**config.mk**
```make
export PLATFORM = sky130hd
export DESIGN_NAME = jtag_ir_ctrl_flat
export DESIGN_NICKNAME = d
export VERILOG_FILES = /design/src/rtl/jtag_ir_ctrl_if.sv /design/src/rtl/jtag_ir_ctrl.sv /design/src/flat_wrapper.sv
export SDC_FILE = /design/constraint.sdc
export NUM_CORES = 1
export LEC_CHECK = 0
export ABC_AREA = 1
export BUFFER_PORTS_ARGS = -buffer_cell sky130_fd_sc_hd__clkbuf_2
export CORE_MARGIN = 1
export CORE_UTILIZATION = 46
export CTS_BUF_LIST = sky130_fd_sc_hd__clkbuf_4 sky130_fd_sc_hd__clkbuf_8
export DETAILED_ROUTE_END_ITERATION = 7
export GPL_ROUTABILITY_DRIVEN = 0
export PLACE_DENSITY = 0.75
export SLEW_MARGIN = 20
export SYNTH_ARGS = -nofsm -noshare
export SYNTH_HDL_FRONTEND = slang
export SYNTH_SLANG_ARGS = --single-unit
export TNS_END_PERCENT = 50
```
**constraint.sdc**
```tcl
create_clock -name Clock -period 1 [get_ports Clock]
set_input_delay 0 -clock Clock [delete_from_list [all_inputs] [get_ports Clock]]
set_output_delay 0 -clock Clock [all_outputs]
set_load 0.02 [all_outputs]
```
**src/rtl/jtag_ir_ctrl_if.sv**
```systemverilog
// JTAG instruction-register controller bus: TAP-side enables and serial data,
// plus the current instruction, its decode and the short-shift flag.
interface jtag_ir_ctrl_if #(
  parameter int unsigned IR_SIZE = 4
);
  logic                scan_in;
  logic                scan_out;
  logic                CaptureIR;
  logic                ShiftIR;
  logic                UpdateIR;
  logic                TestLogicReset;
  logic [IR_SIZE-3:0]  status_in;
  logic [IR_SIZE-1:0]  data_out;
  logic                dec_extest;
  logic                dec_idcode;
  logic                dec_sample;
  logic                dec_bypass;
  logic                length_error;

  modport master (
    output scan_in, CaptureIR, ShiftIR, UpdateIR, TestLogicReset, status_in,
    input  scan_out, data_out, dec_extest, dec_idcode, dec_sample, dec_bypass,
           length_error
  );

  modport slave (
    input  scan_in, CaptureIR, ShiftIR, UpdateIR, TestLogicReset, status_in,
    output scan_out, data_out, dec_extest, dec_idcode, dec_sample, dec_bypass,
           length_error
  );
endinterface

```
**src/rtl/jtag_ir_ctrl.sv**
```systemverilog
// JTAG instruction register: capture/shift scan register, length-checked update
// into the active instruction, and one-hot decode with unknown opcodes as BYPASS.
module jtag_ir_ctrl #(
  parameter int unsigned        IR_SIZE    = 4,
  parameter logic [IR_SIZE-1:0] OPC_EXTEST = '0,
  parameter logic [IR_SIZE-1:0] OPC_IDCODE = IR_SIZE'(1),
  parameter logic [IR_SIZE-1:0] OPC_SAMPLE = IR_SIZE'(2),
  parameter logic [IR_SIZE-1:0] OPC_BYPASS = '1,
  parameter logic [IR_SIZE-1:0] RESET_OPC  = OPC_IDCODE
) (
  input logic             Clock,
  input logic             reset,
  jtag_ir_ctrl_if.slave   bus
);
  localparam int unsigned    CW   = $clog2(IR_SIZE + 1);
  localparam logic [CW-1:0]  FULL = CW'(IR_SIZE);

  logic [IR_SIZE-1:0] scan;
  logic [IR_SIZE-1:0] ir;
  logic [CW-1:0]      cnt;
  logic               len_err;

  // Every branch reads pre-edge values, so scan-side and update-side actions
  // on the same edge see the register contents from before that edge.
  always_ff @(posedge Clock or posedge reset) begin
    if (reset) begin
      scan    <= {{(IR_SIZE-2){1'b0}}, 2'b01};
      ir      <= RESET_OPC;
      cnt     <= '0;
      len_err <= 1'b0;
    end else begin
      if (bus.CaptureIR)
        scan <= {bus.status_in, 2'b01};
      else if (bus.ShiftIR)
        scan <= {bus.scan_in, scan[IR_SIZE-1:1]};

      if (bus.TestLogicReset || bus.CaptureIR)
        cnt <= '0;
      else if (bus.ShiftIR && cnt != FULL)
        cnt <= cnt + CW'(1);

      if (bus.TestLogicReset) begin
        ir      <= RESET_OPC;
        len_err <= 1'b0;
      end else if (bus.UpdateIR) begin
        if (cnt >= FULL)
          ir <= scan;
        else
          len_err <= 1'b1;
      end else if (bus.CaptureIR) begin
        len_err <= 1'b0;
      end
    end
  end

  always_comb begin
    bus.dec_extest = 1'b0;
    bus.dec_idcode = 1'b0;
    bus.dec_sample = 1'b0;
    bus.dec_bypass = 1'b0;
    if (ir == OPC_EXTEST)
      bus.dec_extest = 1'b1;
    else if (ir == OPC_IDCODE)
      bus.dec_idcode = 1'b1;
    else if (ir == OPC_SAMPLE)
      bus.dec_sample = 1'b1;
    else
      bus.dec_bypass = 1'b1;
  end

  assign bus.scan_out     = scan[0];
  assign bus.data_out     = ir;
  assign bus.length_error = len_err;
endmodule
```
**src/flat_wrapper.sv**
```systemverilog
// flat-port wrapper written by rule: the top's interface ports become plain ports
module jtag_ir_ctrl_flat 
#(
  parameter int unsigned        IR_SIZE    = 4,
  parameter logic [IR_SIZE-1:0] OPC_EXTEST = '0,
  parameter logic [IR_SIZE-1:0] OPC_IDCODE = IR_SIZE'(1),
  parameter logic [IR_SIZE-1:0] OPC_SAMPLE = IR_SIZE'(2),
  parameter logic [IR_SIZE-1:0] OPC_BYPASS = '1,
  parameter logic [IR_SIZE-1:0] RESET_OPC  = OPC_IDCODE
)
  (Clock, reset, bus_scan_in, bus_CaptureIR, bus_ShiftIR, bus_UpdateIR, bus_TestLogicReset, bus_status_in, bus_scan_out, bus_data_out, bus_dec_extest, bus_dec_idcode, bus_dec_sample, bus_dec_bypass, bus_length_error);
  jtag_ir_ctrl_if #(.IR_SIZE(IR_SIZE)) bus_i ();
  input logic Clock;
  input logic reset;
  input wire logic [$bits(bus_i.scan_in)-1:0] bus_scan_in;
  input wire logic [$bits(bus_i.CaptureIR)-1:0] bus_CaptureIR;
  input wire logic [$bits(bus_i.ShiftIR)-1:0] bus_ShiftIR;
  input wire logic [$bits(bus_i.UpdateIR)-1:0] bus_UpdateIR;
  input wire logic [$bits(bus_i.TestLogicReset)-1:0] bus_TestLogicReset;
  input wire logic [$bits(bus_i.status_in)-1:0] bus_status_in;
  output wire logic [$bits(bus_i.scan_out)-1:0] bus_scan_out;
  output wire logic [$bits(bus_i.data_out)-1:0] bus_data_out;
  output wire logic [$bits(bus_i.dec_extest)-1:0] bus_dec_extest;
  output wire logic [$bits(bus_i.dec_idcode)-1:0] bus_dec_idcode;
  output wire logic [$bits(bus_i.dec_sample)-1:0] bus_dec_sample;
  output wire logic [$bits(bus_i.dec_bypass)-1:0] bus_dec_bypass;
  output wire logic [$bits(bus_i.length_error)-1:0] bus_length_error;
  assign bus_i.scan_in = bus_scan_in;
  assign bus_i.CaptureIR = bus_CaptureIR;
  assign bus_i.ShiftIR = bus_ShiftIR;
  assign bus_i.UpdateIR = bus_UpdateIR;
  assign bus_i.TestLogicReset = bus_TestLogicReset;
  assign bus_i.status_in = bus_status_in;
  assign bus_scan_out = bus_i.scan_out;
  assign bus_data_out = bus_i.data_out;
  assign bus_dec_extest = bus_i.dec_extest;
  assign bus_dec_idcode = bus_i.dec_idcode;
  assign bus_dec_sample = bus_i.dec_sample;
  assign bus_dec_bypass = bus_i.dec_bypass;
  assign bus_length_error = bus_i.length_error;
  jtag_ir_ctrl #(.IR_SIZE(IR_SIZE), .OPC_EXTEST(OPC_EXTEST), .OPC_IDCODE(OPC_IDCODE), .OPC_SAMPLE(OPC_SAMPLE), .OPC_BYPASS(OPC_BYPASS), .RESET_OPC(RESET_OPC)) u_core (.Clock(Clock), .reset(reset), .bus(bus_i));
endmodule
```
Word-level counts from Yosys, hierarchy flattened
Cells that the tools add are included.
{"block": "totals", "latch_bits": 0, "reg_bits": 12, "ramBits": 0, "out_inout_bits": 10, "input_bits": 9, "memories": 0, "rom_bits": 0}
{"block": "classes", "add_sub_neg": 1, "div": 0, "mul": 0, "n_reduce_logical": 10, "bitwise_logic": 0, "n_eq_ne": 4, "order_cmp": 1, "shift": 0, "muxes": 20}
{"operator": "$mux W4", "count": 5}
{"operator": "$mux W1", "count": 13}
{"operator": "$reduce_bool A2 Y1", "count": 4}
{"operator": "$mux W3", "count": 2}
{"operator": "$ne A3 B3 Y1 const B", "count": 2}
{"operator": "$eq A4 B1 Y1 const B", "count": 1}
{"operator": "$eq A4 B2 Y1 const B", "count": 1}
{"operator": "$logic_not A4 Y1", "count": 1}
{"operator": "$reduce_and A2 Y1", "count": 2}
{"operator": "$add A3 B1 Y3 const B", "count": 1}
{"operator": "$ge A3 B3 Y1 const B", "count": 1}
{"operator": "$reduce_bool A3 Y1", "count": 1}
{"operator": "$logic_and A1 B1 Y1", "count": 1}
{"operator": "$logic_or A1 B1 Y1", "count": 1}

Longest topological paths before layout
{"block": "depth", "word_depth": 4, "depth_mapped": 7}

Worst setup path before layout
No wires, ideal clock.
{"block": "synth_path", "path_kind": "reg-to-output", "startpoint": "reg u_core.ir[3] (netlist: u_core.bus.data_out[3])", "endpoint": "out bus_dec_extest", "path_stages_with_launch": 3, "arrival_time_ps": 1191, "path_slack_ps": -191, "path_cell_list": "dfrtp_1 > or2_1 > nor3_1"}
{"block": "synth_between", "elab_chain_len": 2}
{"item": "from (decl)", "line": "jtag_ir_ctrl.sv:19", "rtl": "logic [IR_SIZE-1:0] ir;"}
{"item": "from (signal assigned)", "line": "jtag_ir_ctrl.sv:47", "rtl": "ir <= scan;"}
{"item": "$logic_not A4 Y1", "line": "jtag_ir_ctrl.sv:61", "rtl": "if (ir == OPC_EXTEST)"}
{"item": "$mux W1", "line": "jtag_ir_ctrl.sv:61"}
{"item": "to (decl)", "line": "flat_wrapper.sv:23", "rtl": "output wire logic [$bits(bus_i.dec_extest)-1:0] bus_dec_extest;"}
No other way between the ends.

Worst setup path after layout
{"block": "layout_path", "startpoint": "reg u_core.ir[3] (netlist: u_core.bus.data_out[3])", "endpoint": "out bus_dec_bypass"}
{"block": "layout_between", "elab_chain_len": 4, "word_cells_on_any_way": 6}
{"item": "$eq A4 B2 Y1", "line": "jtag_ir_ctrl.sv:65", "rtl": "else if (ir == OPC_SAMPLE)"}
{"item": "$mux W1", "line": "jtag_ir_ctrl.sv:65"}
{"item": "$mux W1", "line": "jtag_ir_ctrl.sv:63", "rtl": "else if (ir == OPC_IDCODE)"}
{"item": "$mux W1 (*)", "line": "jtag_ir_ctrl.sv:61"}
{"item": "to (decl)", "line": "flat_wrapper.sv:26", "rtl": "output wire logic [$bits(bus_i.dec_bypass)-1:0] bus_dec_bypass;"}
Mark *: on every way between the ends. The rest lies on a longest branch, timed or not.

==> flow_summary.ini <==
[outcome]
run_status = complete, but fails checks
failed_checks = negative setup slack

[global_routing]
grtUsageTotal_pct = 22.9
grt_pass1_wl_mm = 2.23
antenna_found_initial = 0
grt.met1_usage_pct = 22.6
gr-max-usage-layer = met2
via_count_of_the_first_global_routing_pass = 576
met3_usage_pct = 10.5
grt_start_max_net_pins = 13
grt_remaining_overflow = 0
met2_usage_pct = 41.7

[sta]
maxSlewViolCount = 0
fin_skew_ns = 0.00418
final.min_clock_period_ns = 1.23
timing.final.crit_share_pct = 123
report.final.hold_viol_count = 0
max-slew-margin-rel_pct = 69.7
final_critical_path_setup_slack_ns = -0.229
tightestPinTransition_ns = 0.453
timing.final.setup_violations = 7
tns_ns = -0.902
clock.fmax_mhz = 814
rsz_0062_raised_after_global_routing = yes

[cells_and_area]
antennaDiodeCount = 0
final_cell_mix = nand2_1 (17), inv_1 (14), clkbuf_2 (13)
finalInstanceArea_sq_um = 887
layout_commonest_cell = nand2_1
drive_gt1_share_pct = 37.0
layout-area-overhead-vs-synth_pct = 44.7
finalNetCount = 121

[setup_path]
critPathArrivalTime_ns = 1.23
cp-endpoint = bus_dec_bypass
startpoint = u_core.bus.data_out[3]$_DFFE_PP0P_
r2r-end = u_core.cnt[1]$_DFFE_PP0P_
critPathMaxStageDelay_ns = 0.38
rr_worst_depth = 7
cp.depth = 3
critical_path_peak_fanout = 4
reg2reg_from = u_core.cnt[0]$_DFFE_PP0P_
critical_path_buf_inv_count = 1
cp_data_required_time_ns = 1.00
crit_path_start_kind = flop
setup.worst_path.end_class = output pin
r2r_slack_ns = -0.03
path_delay_family = flip-flops
path_cells = or2_4 > o21bai_1 > buf_2
criticalPathCategory = flop to output pin
cp_slowest_cell = dfrtp_1

[placement]
hpwlAfterDp_um = 962
preCtsSetupSlack_ns = -0.100
placedInstanceArea_sq_um = 773
portBuffers = 18

[hold_path]
worstHoldPathType = primary input to flop

[synth]
post_synth_inst_count = 77
yosys_warnings = 0
sequential_fraction_of_the_synthesis_area_pct = 49.4
combinational_family_with_the_most_area_after_synthesis = simple AND/OR/NAND/NOR gates
post_synth.cell_area_avg_sq_um = 7.96
synth_simple_gate_area_share_pct = 28.0
synth_xor_xnor_area_share_pct = 0
synth-seq-cells = 12
muxShareOfSynthArea_pct = 0
synth_area_sq_um = 613
syn-num-nets = 88
synthAdderAreaFrac_pct = 4.08
distinct_cell_type_count_after_synthesis = 18
complex_gate_fraction_of_the_synthesized_area_pct = 8.78

[clocking]
cts_buffers = 3
cts-htree-levels = 1
clkSinkCount = 12
cts-root-buf = clkbuf_4
post_cts.repair.setup_buffers = 0
maximum_count_of_clock_buffers_along_a_single_path = 2
clock_tree_from_tritoncts = done
clk_pin_slew_worst_setup_hold_paths_ns = 0.07
worstSkewPairLatency_ns = 0.27

[routing]
detail_route.vias_per_cell = 4.75
detail_route.wl_per_cell_um = 10.7
num_vias = 580
route.final.wire_length_mm = 1.31
route.detailed.drc = 0
firstDrtPassIters = 4
dr.first_iter.drc_count = 4
ant_nets = 0

[floorplan]
fp.dieArea_sq_um = 1480
core_region_area_sq_um = 1170
placementRows = 12
floorplan.die.height_um = 38.5
io_pins = 19
effective_utilization_at_floorplan_pct = 52.4
die_width_um = 38.5

[power]
power.leakage_nw = 0.477
design_power_total_uw = 936
power.density_nw_per_um2 = 1050
irDropWorstVdd_uv = 900

[flow_run]
drv.max_cap_violation_count = 0
[synthesized netlist by cell type]
master | n | area [sq um]
nand3_1 | 6 | 30.0
o21bai_1 | 1 | 7.51
nand2_1 | 19 | 71.3
inv_1 | 16 | 60.1
dfstp_2 | 2 | 52.6
o22ai_1 | 1 | 6.26
o211ai_1 | 2 | 15.0
a21oi_1 | 2 | 10.0
nor3_1 | 3 | 15.0
or2_1 | 1 | 6.26
nor2_2 | 1 | 6.26
nor2_1 | 5 | 18.8
nor2_4 | 1 | 11.3
nand2_2 | 1 | 6.26
nand4_1 | 1 | 6.26
ha_1 | 2 | 25.0
dfrtp_1 | 10 | 250
o21ai_0 | 3 | 15.0
[through the flow]
stage / hold WS, ns / instances / util (%)
final: 0.0368 / 122 / 75.7
after global routing: 0.0753 / 122 / 75.7
after CTS: 0.0340 / 122 / 75.6
after detailed placement: 0.0148 / 114 / 66.0
after global placement: 0.0162 / 114 / 66.0
after floorplan: -0.137 / 77 / -
[flip-flops by register name, indices dropped and copies added, names as in the netlist]
name                     cells
u_core.bus.length_error      1
u_core.bus.data_out          4
u_core.scan                  4
u_core.cnt                   3
[tightest hold or removal path, stage by stage]
cell	delay [ns]
clkbuf_2	0.13
nor2_4	0.05
nand2_1	0.06
nor2_1	0.04
[metal layers]
layer  part of all wire, %  wire length [um]
met1                    43               559
met2                    51               672
met3                   5.7                75
met4                     0                 0
met5                     0                 0
[worst min path at each step]
stage                             from                                  to  slack, ns  depth (start not counted)
CTS                 bus_TestLogicReset           u_core.cnt[2]$_DFFE_PP0P_       0.03                          4
detailed placement               reset           u_core.cnt[2]$_DFFE_PP0P_       0.01                          2
floorplan                        reset  u_core.bus.data_out[1]$_DFFE_PP0P_      -0.14                          1
finish              bus_TestLogicReset           u_core.cnt[2]$_DFFE_PP0P_       0.04                          4
global placement                 reset           u_core.cnt[2]$_DFFE_PP0P_       0.02                          2
global route        bus_TestLogicReset           u_core.cnt[2]$_DFFE_PP0P_       0.08                          4
[what timing repair did]
| action | in CTS | in global routing |
|---|---|---|
| resized for setup | 11 | 6 |
| endpoints found under the setup margin | 8 | 8 |
| hold endpoints to repair | 13 | 0 |
| pin swaps | 0 | 2 |
| hold buffers | 5 | 0 |
[final cells by class]
type,instances,area (sq um)
clock buffers,3,22.5
fillers,88,284
inverters,16,60.1
multi-input cells,49,285
flip-flops and latches,12,303
well taps,14,17.5
repair buffers,28,199
[logic make-up (layout without fill, tap and decap cells)]
| logic type | Yosys count | count (layout) |
|---|---|---|
| and+or+nand+nor | 38 | 38 |
| adders and majority gates | 2 | 2 |
| AOI/OAI and AO/OA | 9 | 9 |
| DFF | 12 | 12 |
| buffers and inverters | 16 | 47 |
[power by group]
part           internal (mW)  total, mW  switching [mW]
combinational         0.0578      0.134          0.0758
sequential             0.507      0.517          0.0102
clock                  0.139      0.285           0.146
total                  0.704      0.936           0.232
Power figures use the tool's default switching activity.
